===== src/rtl/lsu_seq.sv =====
// lsu_seq: sequential load/store unit with func3 legality and alignment checks.
// Define LSU_MISALIGN_EN to split misaligned half/word accesses into byte cycles.
module lsu_seq #(
  parameter int ADDR_W = 8
) (
  input  logic              clk,
  input  logic              rst_n,
  input  logic              req_valid,
  output logic              req_ready,
  input  logic              req_we,
  input  logic [2:0]        req_func3,
  input  logic [ADDR_W-1:0] req_addr,
  input  logic [31:0]       req_wdata,
  output logic              resp_valid,
  output logic [31:0]       resp_rdata,
  output logic              resp_err,
  output logic              mem_read,
  output logic              mem_write,
  output logic [2:0]        mem_func3,
  output logic [ADDR_W-1:0] mem_addr,
  output logic [31:0]       mem_wdata,
  input  logic [31:0]       mem_rdata
);

`ifdef LSU_MISALIGN_EN
  typedef enum logic [1:0] {IDLE, ACCESS, SPLIT, RESP} state_e;
`else
  typedef enum logic [1:0] {IDLE, ACCESS, RESP} state_e;
`endif

  state_e              state_q, state_d;
  logic                we_q, we_d;
  logic [2:0]          func3_q, func3_d;
  logic [ADDR_W-1:0]   addr_q, addr_d;
  logic [31:0]         wdata_q, wdata_d;
  logic [31:0]         rdata_q, rdata_d;
  logic                err_q, err_d;
  logic                legal;
  logic                misaligned;

`ifdef LSU_MISALIGN_EN
  logic [1:0]          k_q, k_d;
  logic [31:0]         asm_q, asm_d;
  logic [31:0]         asm_full;
  logic [31:0]         asm_ext;
  logic                split_last;

  // Assembly register with the byte arriving this cycle already merged in.
  always_comb begin
    asm_full = asm_q;
    asm_full[{k_q, 3'b000} +: 8] = mem_rdata[7:0];
    case (func3_q)
      3'b001:  asm_ext = {{16{asm_full[15]}}, asm_full[15:0]};
      3'b101:  asm_ext = {16'h0000, asm_full[15:0]};
      default: asm_ext = asm_full;
    endcase
    split_last = (func3_q[1:0] == 2'b01) ? (k_q == 2'd1) : (k_q == 2'd3);
  end
`endif

  always_comb begin
    case (req_func3)
      3'b000, 3'b001, 3'b010: legal = 1'b1;
      3'b100, 3'b101:         legal = !req_we;
      default:                legal = 1'b0;
    endcase
    misaligned = ((req_func3[1:0] == 2'b01) && req_addr[0]) ||
                 ((req_func3[1:0] == 2'b10) && (req_addr[1:0] != 2'b00));
  end

  always_comb begin
    state_d    = state_q;
    we_d       = we_q;
    func3_d    = func3_q;
    addr_d     = addr_q;
    wdata_d    = wdata_q;
    rdata_d    = rdata_q;
    err_d      = err_q;
    req_ready  = 1'b0;
    resp_valid = 1'b0;
    resp_err   = 1'b0;
    mem_read   = 1'b0;
    mem_write  = 1'b0;
    mem_func3  = 3'b000;
    mem_addr   = '0;
    mem_wdata  = 32'h0;
`ifdef LSU_MISALIGN_EN
    k_d        = k_q;
    asm_d      = asm_q;
`endif
    case (state_q)
      IDLE: begin
        req_ready = 1'b1;
        if (req_valid) begin
          we_d    = req_we;
          func3_d = req_func3;
          addr_d  = req_addr;
          wdata_d = req_wdata;
          err_d   = 1'b0;
          if (!legal) begin
            err_d   = 1'b1;
            rdata_d = 32'h0;
            state_d = RESP;
          end else if (misaligned) begin
`ifdef LSU_MISALIGN_EN
            k_d     = 2'd0;
            asm_d   = 32'h0;
            state_d = SPLIT;
`else
            err_d   = 1'b1;
            rdata_d = 32'h0;
            state_d = RESP;
`endif
          end else begin
            state_d = ACCESS;
          end
        end
      end
      ACCESS: begin
        mem_read  = !we_q;
        mem_write = we_q;
        mem_func3 = func3_q;
        mem_addr  = addr_q;
        mem_wdata = wdata_q;
        rdata_d   = we_q ? 32'h0 : mem_rdata;
        state_d   = RESP;
      end
`ifdef LSU_MISALIGN_EN
      SPLIT: begin
        mem_read  = !we_q;
        mem_write = we_q;
        mem_func3 = we_q ? 3'b000 : 3'b100;
        mem_addr  = addr_q + ADDR_W'(k_q);
        mem_wdata = wdata_q >> {k_q, 3'b000};
        asm_d     = asm_full;
        k_d       = k_q + 2'd1;
        if (split_last) begin
          rdata_d = we_q ? 32'h0 : asm_ext;
          k_d     = 2'd0;
          state_d = RESP;
        end
      end
`endif
      RESP: begin
        resp_valid = 1'b1;
        resp_err   = err_q;
        state_d    = IDLE;
      end
      default: state_d = IDLE;
    endcase
  end

  always_ff @(posedge clk) begin
    if (!rst_n) begin
      state_q <= IDLE;
      we_q    <= 1'b0;
      func3_q <= 3'b000;
      addr_q  <= '0;
      wdata_q <= 32'h0;
      rdata_q <= 32'h0;
      err_q   <= 1'b0;
`ifdef LSU_MISALIGN_EN
      k_q     <= 2'd0;
      asm_q   <= 32'h0;
`endif
    end else begin
      state_q <= state_d;
      we_q    <= we_d;
      func3_q <= func3_d;
      addr_q  <= addr_d;
      wdata_q <= wdata_d;
      rdata_q <= rdata_d;
      err_q   <= err_d;
`ifdef LSU_MISALIGN_EN
      k_q     <= k_d;
      asm_q   <= asm_d;
`endif
    end
  end

  assign resp_rdata = rdata_q;

endmodule


===== config.mk =====
export PLATFORM = sky130hd
export DESIGN_NAME = lsu_seq
export DESIGN_NICKNAME = d
export VERILOG_FILES = /design/src/rtl/lsu_seq.sv
export SDC_FILE = /design/constraint.sdc
export NUM_CORES = 1
export LEC_CHECK = 0
export CAP_MARGIN = 5
export CORE_AREA = 5 5 80 82
export DETAILED_ROUTE_END_ITERATION = 6
export DIE_AREA = 0 0 85 87
export DONT_BUFFER_PORTS = 1
export PLACE_DENSITY_LB_ADDON = 0.05
export SLEW_MARGIN = 15
export SYNTH_ARGS = -nofsm -noshare
export SYNTH_HDL_FRONTEND = slang
export SYNTH_SLANG_ARGS = --single-unit
export TNS_END_PERCENT = 20

===== constraint.sdc =====
create_clock -name clk -period 4.3 [get_ports clk]
set_input_delay 0.215 -clock clk [delete_from_list [all_inputs] [get_ports clk]]
set_output_delay 0.215 -clock clk [all_outputs]
set_load 0.01 [all_outputs]

=== Word-level counts from Yosys, hierarchy flattened ===
Index checks and enable logic that the tools add are counted.

* Reductions and logical operators: 13
* Equality and inequality tests: 10
* Mux-type cells: 20

{| class="wikitable"
|+ Operators with widths
! kind !! number
|-
| $mux W32 || 5
|-
| $pmux W32 S2 || 1
|-
| $mux W8 || 1
|-
| $mux W1 || 7
|-
| $eq A3 B3 Y1 const B || 2
|-
| $mux W2 || 3
|-
| $eq A2 B1 Y1 const B || 2
|-
| $eq A2 B2 Y1 const B || 2
|-
| $pmux W2 S2 || 1
|-
| $reduce_bool A2 Y1 || 2
|-
| $eq A3 B1 Y1 const B || 1
|-
| $eq A3 B2 Y1 const B || 1
|-
| $logic_not A3 Y1 || 1
|-
| $mux W3 || 1
|-
| $ne A3 B3 Y1 const B || 1
|-
| $reduce_and A3 Y1 || 1
|-
| $reduce_or A3 Y1 || 1
|-
| $logic_and A1 B1 Y1 || 2
|-
| $logic_not A1 Y1 || 2
|-
| $logic_not A2 Y1 || 1
|-
| $ne A2 B2 Y1 const B || 1
|-
| $pmux W1 S2 || 1
|-
| $reduce_and A2 Y1 || 1
|-
| $reduce_or A2 Y1 || 1
|-
| $logic_or A1 B1 Y1 || 1
|}

* Register bits after elaboration: 79
* Logic and storage cells: 50
* Output and inout port bits: 80

=== Logic depth before layout (Yosys ltp) ===
Gate-level depths: netlist (run 1).

* Depth after elaboration: 7
* Gate-level depth with buffers: 5
* Gate-level depth less buffers: 3

=== Worst setup path after synthesis (run 1) ===
Ideal clock, no wire load.

* Path type: input to register
* Start point: in req_addr[0]
* End point: reg rdata_q[10] (netlist: resp_rdata[10])
* Path slack: 2.765 ns
* Stages: 4
* Arrival: 1.478 ns
* Setup time: 0.057 ns
* Path through: or4_4 a311oi_4 buf_6 a22o_2

* Longest elaborated chain between the ends: 5
* Elaborated cells on any way between the ends: 6
* Those cells by class: eq/ne (1); reduce/logical (5)

{| class="wikitable"
|+ RTL lines
! what !! RTL line !! text
|-
| start: declaration || 12 || <nowiki>input logic [ADDR_W-1:0] req_addr,</nowiki>
|-
| $reduce_bool A2 Y1 || 68 || <nowiki>((req_func3[1:0] == 2'b10) && (req_addr[1:0] != 2'b00));</nowiki>
|-
| $logic_and A1 B1 Y1 || 68 ||
|-
| $logic_or A1 B1 Y1 * || 67 || <nowiki>misaligned = ((req_func3[1:0] == 2'b01) && req_addr[0]) ||</nowiki>
|-
| $ne A3 B3 Y1 (no line) * || - ||
|-
| $reduce_and A3 Y1 (no line) * || - ||
|-
| end signal: assignment || 172 || <nowiki>rdata_q <= rdata_d;</nowiki>
|-
| end: declaration || 36 || <nowiki>logic [31:0] rdata_q, rdata_d;</nowiki>
|}

Every way passes the cells marked *; elsewhere a longest branch is shown, timed or not.
A chain may end at the register's enable or synchronous reset.

=== Worst setup path in the final report (run 1) ===
* Start point: reg state_q[0]
* End point: out mem_read

* Longest elaborated chain between the ends: 2

{| class="wikitable"
|+ RTL lines
! what !! RTL line !! text
|-
| start: declaration || 31 || <nowiki>state_e state_q, state_d;</nowiki>
|-
| start signal: assignment || 167 || <nowiki>state_q <= state_d;</nowiki>
|-
| $eq A2 B1 Y1 || 91 || <nowiki>case (state_q)</nowiki>
|-
| $mux W1 || 91 ||
|-
| end: declaration || 17 || <nowiki>output logic mem_read,</nowiki>
|}

Every way passes these cells.

==> results of run 1 <==
## metrics by stage
stage               hold WS (ns)  std cells  total power [mW]  setup slack, ns
floorplan                  0.348        332             0.889             2.77
global placement           0.348        387             0.906             2.29
detailed placement         0.357        387             0.910             2.25
CTS                    0.0000439        413              1.56             2.06
global route             0.00141        414              1.61             1.94
finish                    0.0166        414              1.54             2.11
## power breakdown
part | internal (mW) | switching, mW | total [mW]
Sequential | 0.766 | 0.0202 | 0.786
Combinational | 0.0438 | 0.0708 | 0.115
Clock | 0.394 | 0.245 | 0.639
Total | 1.20 | 0.336 | 1.54
## final cells by class
class                   count  area, um2  share of cell area
well taps                  75       93.8              0.0278
flip-flops and latches     79       1580               0.468
clock buffers              10        138              0.0407
inverters                   1       3.75             0.00111
repair buffers             18        168              0.0496
multi-input cells         227       1300               0.385
clock inverters             4       95.1              0.0281
## layer usage
metal  vias up  global-route usage  share of wire  wire length, um
li1       1109                   -              -                -
met1      1038               0.224           0.42             3000
met2       101               0.283           0.47             3320
met3        10              0.0700          0.097              690
met4         0              0.0820          0.017              121
met5         -                   0              0                0
## timing repair
item | CTS | global route
hold buffers | 12 | 1
setup endpoints to repair | 0 | 0
hold endpoints to repair | 12 | 1
buffers inserted | 0 | 0
## cells in the mapped netlist
cell | number | area share
sky130_fd_sc_hd__buf_6 | 3 | 0.011
sky130_fd_sc_hd__buf_1 | 1 | 0.0013
sky130_fd_sc_hd__nand3_1 | 1 | 0.0017
sky130_fd_sc_hd__or4_4 | 1 | 0.0038
sky130_fd_sc_hd__a31oi_1 | 1 | 0.0021
sky130_fd_sc_hd__a211oi_1 | 1 | 0.0025
sky130_fd_sc_hd__a22o_1 | 4 | 0.012
sky130_fd_sc_hd__a21oi_1 | 45 | 0.075
sky130_fd_sc_hd__nor2_1 | 2 | 0.0025
sky130_fd_sc_hd__a22o_2 | 28 | 0.094
sky130_fd_sc_hd__nor3_1 | 1 | 0.0017
sky130_fd_sc_hd__dfxtp_1 | 79 | 0.53
sky130_fd_sc_hd__nor2b_1 | 4 | 0.0084
sky130_fd_sc_hd__nand2_1 | 90 | 0.11
sky130_fd_sc_hd__nor3b_2 | 1 | 0.0042
sky130_fd_sc_hd__a221o_2 | 1 | 0.0038
sky130_fd_sc_hd__clkbuf_1 | 21 | 0.026
sky130_fd_sc_hd__a311oi_4 | 1 | 0.0088
sky130_fd_sc_hd__inv_1 | 1 | 0.0013
sky130_fd_sc_hd__or3b_2 | 1 | 0.0029
sky130_fd_sc_hd__and2_1 | 45 | 0.094
## kinds of logic after synthesis
logic type,after synthesis,share of synthesized area
and+or+nand+nor,146,0.232
AOI/OAI and AO/OA,81,0.198
DFF,79,0.529
buffers and inverters,26,0.0402
## state kept, by name, summed over array words and instances (netlist names)
register / cells
addr_q: 8
wdata_q: 32
state_q: 2
resp_rdata: 32
func3_q: 3
we_q: 1
err_q: 1
## worst register-to-register path: cells and delay by family, from the launching register on
kind | cells | cell delay [ns]
buffers and inverters | 2 | 0.62
DFF | 1 | 0.43
AOI/OAI and AO/OA | 2 | 0.32
and+or+nand+nor | 1 | 0.57
## final timing paths
check	startpoint	end	slack [ns]	cells past startpoint
max	state_q[0]	mem_read	2.11	3
min	req_wdata[3]	wdata_q[3]	0.02	2
max reg2reg	state_q[0]	resp_rdata[25]	2.24	5
min reg2reg	wdata_q[14]	wdata_q[14]	0.45	2
==> impl_metrics.sql, run 1 <==
INSERT INTO impl_metrics (metric_group, metric, value, unit) VALUES
('setup_path', 'critical_path.startpoint_type', 'flop', ''),
('route', 'num_vias', '2258', ''),
('hold_path', 'hp-class', 'in2reg', ''),
('timing', 'fin_setup_tns', '0', 'ns'),
('setup_path', 'slowest_stage', 'sky130_fd_sc_hd__nor2b_2', ''),
('placed_design', 'place_congestion', '0.760', ''),
('timing', 'max-slew-margin-rel', '0.362', ''),
('timing', 'hold_viol_final', '0', ''),
('layout', 'layout.filler_cells', '515', ''),
('layout', 'layout-drive-gt1-share', '0.159', ''),
('setup_path', 'cp_slowest_stage_delay', '0.57', 'ns'),
('setup_path', 'critical_path_peak_fanout', '29', ''),
('route', 'number_of_vias_per_cell', '5.45', ''),
('timing', 'rsz0062_at_grt', 'no', ''),
('pwr', 'irDropWorstVdd', '217', 'uV'),
('floorplanning', 'fp.dieArea', '0.00740', 'mm2'),
('timing', 'fmax', '0.456', 'GHz'),
('route', 'drt_pre_antenna_iters', '5', ''),
('clock_tree', 'clock_insertion_delay_worst_skew', '0.33', 'ns'),
('floorplanning', 'dieWidth', '85', 'um'),
('clock_tree', 'tritoncts_clock_tree', 'done', ''),
('grt', 'grt_pass1_vias', '2115', ''),
('clock_tree', 'cts.clk_slew.worst_paths', '0.08', 'ns'),
('timing', 'fin_worst_skew', '0.00805', 'ns'),
('timing', 'setup_viol_count_final', '0', ''),
('setup_path', 'timing.critical_path.max_delay_family', 'simple AND/OR/NAND/NOR gates', ''),
('route', 'detail-route-antenna-nets', '0', ''),
('floorplanning', 'core_area', '0.00568', 'mm2'),
('synthesis', 'synth.ff_latch_count', '79', ''),
('synthesis', 'syn_area', '0.00299', 'mm2'),
('clock_tree', 'clk_path_buf_depth', '2', ''),
('setup_path', 'critPathBufInv', '1', ''),
('layout', 'mostFrequentLayoutCell', 'sky130_fd_sc_hd__nand2_1', ''),
('floorplanning', 'floorplan.initialDensity', '0.526', ''),
('placed_design', 'hpwlAfterDp', '4.72', 'mm'),
('floorplanning', 'boundaryPins', '159', ''),
('synthesis', 'post_synth.cell_area_avg', '9.00', 'um2'),
('layout', 'final_layout_net_count', '415', ''),
('synthesis', 'ys_warn_count', '0', ''),
('grt', 'grt-ovfl-total', '0', ''),
('clock_tree', 'cts.root.buffer_cell', 'sky130_fd_sc_hd__clkbuf_8', ''),
('grt', 'grt_first_pass_wirelength', '10.7', 'mm'),
('synthesis', 'synthCells', '332', ''),
('layout', 'layout.cells.most_common_list', 'sky130_fd_sc_hd__nand2_1, sky130_fd_sc_hd__dfxtp_1, sky130_fd_sc_hd__and2_1, sky130_fd_sc_hd__a21oi_1, sky130_fd_sc_hd__a22o_2', ''),
('layout', 'antenna-diode-count', '0', ''),
('synthesis', 'syn-num-nets', '411', ''),
('route', 'drt-initial-drc-count', '97', ''),
('clock_tree', 'cts_inserted_buffers', '9', ''),
('route', 'totalWireLength', '7.14', 'mm'),
('pwr', 'power_per_cell_area', '456', 'mW/mm2'),
('grt', 'number_of_antenna_violations_at_the_first_check_in_global_routing', '0', ''),
('setup_path', 'worst_ep_required_time', '4.09', 'ns'),
('pwr', 'p_leak', '1.32', 'nW'),
('clock_tree', 'h_tree_levels', '3', ''),
('clock_tree', 'cts_num_sinks', '79', ''),
('synthesis', 'seq_total_area_yosys', '0.529', ''),
('setup_path', 'critPathCaptureType', 'output port', ''),
('route', 'post_drt_wl_per_cell', '17.2', 'um'),
('route', 'drc_errors', '0', ''),
('placed_design', 'detailed_place.area', '0.00302', 'mm2'),
('timing', 'worst_slew_pin_slew', '0.958', 'ns'),
('synthesis', 'ys_types', '21', ''),
('placed_design', 'io_buffer_count', '0', ''),
('timing', 'timing_max_transition_violations_final', '0', ''),
('timing', 'post-route-period-util', '0.510', ''),
('setup_path', 'crit_arrival', '1.98', 'ns'),
('run_status', 'run_status', 'finished clean', ''),
('grt', 'grt_resource_usage_total', '0.182', ''),
('setup_path', 'worstSetupPathType', 'reg2out', ''),
('floorplanning', 'die-height', '87', 'um'),
('grt', 'grt_start_max_net_pins', '48', ''),
('layout', 'flow.area_growth_from_synthesis', '13.1', '%'),
('clock_tree', 'post_cts.resized_instances', '0', ''),
('timing', 'final_period_minus_worst_setup_slack', '2.19', 'ns'),
('layout', 'finish.instance_area', '0.00338', 'mm2'),
('layout', 'final_core_utilization', '0.595', ''),
('floorplanning', 'rows', '28', ''),
('setup_path', 'cp_cell_sequence', 'nor2b_2 > buf_4 > nor2b_1', ''),
('run', 'max_cap_violations', '0', '');
Power figures use the tool's default switching activity.
==> run 2: changes to the inputs <==
Clock period 4.3 ns to 2.15 ns, I/O delays scaled along.
==> impl_metrics.sql, run 2 (synthesis results as in run 1) <==
INSERT INTO impl_metrics (metric_group, metric, value, unit) VALUES
('floorplanning', 'core_area', '0.00568', 'mm2'),
('route', 'num_vias', '2534', ''),
('pwr', 'irDropWorstVdd', '518', 'uV'),
('timing', 'final_period_minus_worst_setup_slack', '1.70', 'ns'),
('floorplanning', 'rows', '28', ''),
('grt', 'grt_resource_usage_total', '0.215', ''),
('timing', 'max-slew-margin-rel', '0.681', ''),
('setup_path', 'crit_arrival', '1.59', 'ns'),
('placed_design', 'place_congestion', '0.751', ''),
('grt', 'number_of_antenna_violations_at_the_first_check_in_global_routing', '0', ''),
('clock_tree', 'cts_inserted_buffers', '9', ''),
('layout', 'mostFrequentLayoutCell', 'sky130_fd_sc_hd__nand2_1', ''),
('clock_tree', 'clk_path_buf_depth', '2', ''),
('placed_design', 'io_buffer_count', '0', ''),
('pwr', 'switching_power_as_a_share_of_total_power', '0.232', ''),
('pwr', 'p_leak', '1.59', 'nW'),
('route', 'number_of_vias_per_cell', '5.27', ''),
('pwr', 'p_comb_frac', '0.111', ''),
('route', 'detail-route-antenna-nets', '0', ''),
('floorplanning', 'fp.dieArea', '0.00740', 'mm2'),
('timing', 'fin_setup_tns', '0', 'ns'),
('setup_path', 'worst_ep_required_time', '2.04', 'ns'),
('layout', 'finish.instance_area', '0.00402', 'mm2'),
('timing', 'rsz0062_at_grt', 'no', ''),
('timing', 'timing_max_transition_violations_final', '0', ''),
('layout', 'layout.cells.most_common_list', 'sky130_fd_sc_hd__nand2_1, sky130_fd_sc_hd__dfxtp_1, sky130_fd_sc_hd__dlygate4sd3_1, sky130_fd_sc_hd__and2_1, sky130_fd_sc_hd__a21oi_1', ''),
('layout', 'layout-drive-gt1-share', '0.143', ''),
('clock_tree', 'tritoncts_clock_tree', 'done', ''),
('placed_design', 'hpwlAfterDp', '4.77', 'mm'),
('setup_path', 'worstSetupPathType', 'reg2out', ''),
('grt', 'grt_pass1_vias', '2576', ''),
('placed_design', 'detailed_place.area', '0.00305', 'mm2'),
('run', 'max_cap_violations', '0', ''),
('route', 'drt-initial-drc-count', '148', ''),
('route', 'drt_pre_antenna_iters', '4', ''),
('floorplanning', 'dieWidth', '85', 'um'),
('floorplanning', 'floorplan.initialDensity', '0.526', ''),
('timing', 'worst_slew_pin_slew', '0.479', 'ns'),
('run_status', 'run_status', 'finished clean', ''),
('timing', 'hold_viol_final', '0', ''),
('timing', 'worst_hold_slack', '0.0319', 'ns'),
('route', 'drc_errors', '0', ''),
('clock_tree', 'h_tree_levels', '3', ''),
('placed_design', 'placed_cells_incl_taps', '390', ''),
('setup_path', 'critical_path_peak_fanout', '28', ''),
('pwr', 'switching_power', '710', 'uW'),
('clock_tree', 'clock_insertion_delay_worst_skew', '0.33', 'ns'),
('hold_path', 'hp-class', 'in2reg', ''),
('pwr', 'power.clock.fraction', '0.374', ''),
('pwr', 'total_power', '3.06', 'mW'),
('timing', 'setup_viol_count_final', '0', ''),
('layout', 'flow.area_growth_from_synthesis', '34.6', '%'),
('floorplanning', 'die-height', '87', 'um'),
('clock_tree', 'cts.root.buffer_cell', 'sky130_fd_sc_hd__clkbuf_8', ''),
('placed_design', 'preCtsSetupSlack', '0.548', 'ns'),
('timing', 'fin_worst_skew', '0.00763', 'ns'),
('layout', 'final_core_utilization', '0.709', ''),
('timing', 'setup_slack', '0.449', 'ns'),
('setup_path', 'critPathCaptureType', 'output port', ''),
('pwr', 'pwr-share-seq', '0.515', ''),
('layout', 'antenna-diode-count', '0', ''),
('layout', 'final-instance-count-excl-fill', '481', ''),
('pwr', 'power_per_cell_area', '760', 'mW/mm2'),
('grt', 'grt-ovfl-total', '0', ''),
('clock_tree', 'cts.clk_slew.worst_paths', '0.07', 'ns'),
('setup_path', 'reg2reg_setup_slack', '0.51', 'ns'),
('grt', 'grt_first_pass_wirelength', '12.8', 'mm'),
('grt', 'grt_start_max_net_pins', '48', ''),
('setup_path', 'critical_path.startpoint_type', 'flop', ''),
('timing', 'post-route-period-util', '0.791', ''),
('layout', 'final_layout_net_count', '481', ''),
('pwr', 'power_report.internal_total', '2.35', 'mW'),
('timing', 'fmax', '0.588', 'GHz'),
('clock_tree', 'cts_num_sinks', '79', ''),
('route', 'totalWireLength', '8.12', 'mm'),
('clock_tree', 'post-cts-setup-buffer-count', '0', ''),
('route', 'post_drt_wl_per_cell', '16.9', 'um'),
('floorplanning', 'boundaryPins', '159', '');
-- run 2: cell types whose count changed in the layout (fill, tap and decap cells not counted) --
cell and change:
sky130_fd_sc_hd__clkinv_4 +1, sky130_fd_sc_hd__bufinv_16 -1, sky130_fd_sc_hd__buf_4 +2, sky130_fd_sc_hd__buf_12 +1, sky130_fd_sc_hd__dlygate4sd3_1 +63, sky130_fd_sc_hd__clkinv_2 +1, sky130_fd_sc_hd__clkinvlp_4 +1, sky130_fd_sc_hd__clkbuf_8 -1
-- run 2: cell type report --
| class | count | area, um2 |
|---|---|---|
| Clock buffer | 9 | 124 |
| Clock inverter | 6 | 86.3 |
| Fill cell | 457 | 1650 |
| Inverter | 1 | 3.75 |
| Multi-Input combinational cell | 227 | 1300 |
| Sequential cell | 79 | 1580 |
| Tap cell | 75 | 93.8 |
| Timing Repair Buffer | 84 | 833 |
-- run 2: critical path, cell delays in order (launching register included) --
cell and delay, ns:
sky130_fd_sc_hd__dfxtp_1 0.44, sky130_fd_sc_hd__nor2b_2 0.28, sky130_fd_sc_hd__buf_4 0.28, sky130_fd_sc_hd__nor2b_1 0.26
-- run 2: power by group through the flow --
stage	combinational [mW]	sequential [mW]	clock, mW
floorplan	0.182	1.60	0
global placement	0.220	1.60	0
detailed placement	0.222	1.61	0
CTS	0.335	1.57	1.19
global route	0.375	1.58	1.25
finish	0.340	1.57	1.15
-- run 2: final timing paths --
kind	cells past startpoint	endpoint	startpoint
setup reg to reg	4	wdata_q[26]	state_q[1]
setup / recovery	3	mem_read	state_q[0]
hold / removal	2	state_q[0]	req_func3[0]
hold reg to reg	2	wdata_q[2]	wdata_q[2]
-- run 2: per-layer routing --
layer  track usage  wire length, um  up-vias
met3        0.0634              709       21
met5             0                0        -
met2         0.360             3940      118
met4        0.0892              191        0
met1         0.258             3280     1151
li1              -                -     1244
-- run 2: timing repair --
action                     4_1_cts  5_1_grt
resized for setup                0        0
hold buffers                    76        0
hold endpoints to repair        76        0
setup endpoints to repair        0        0
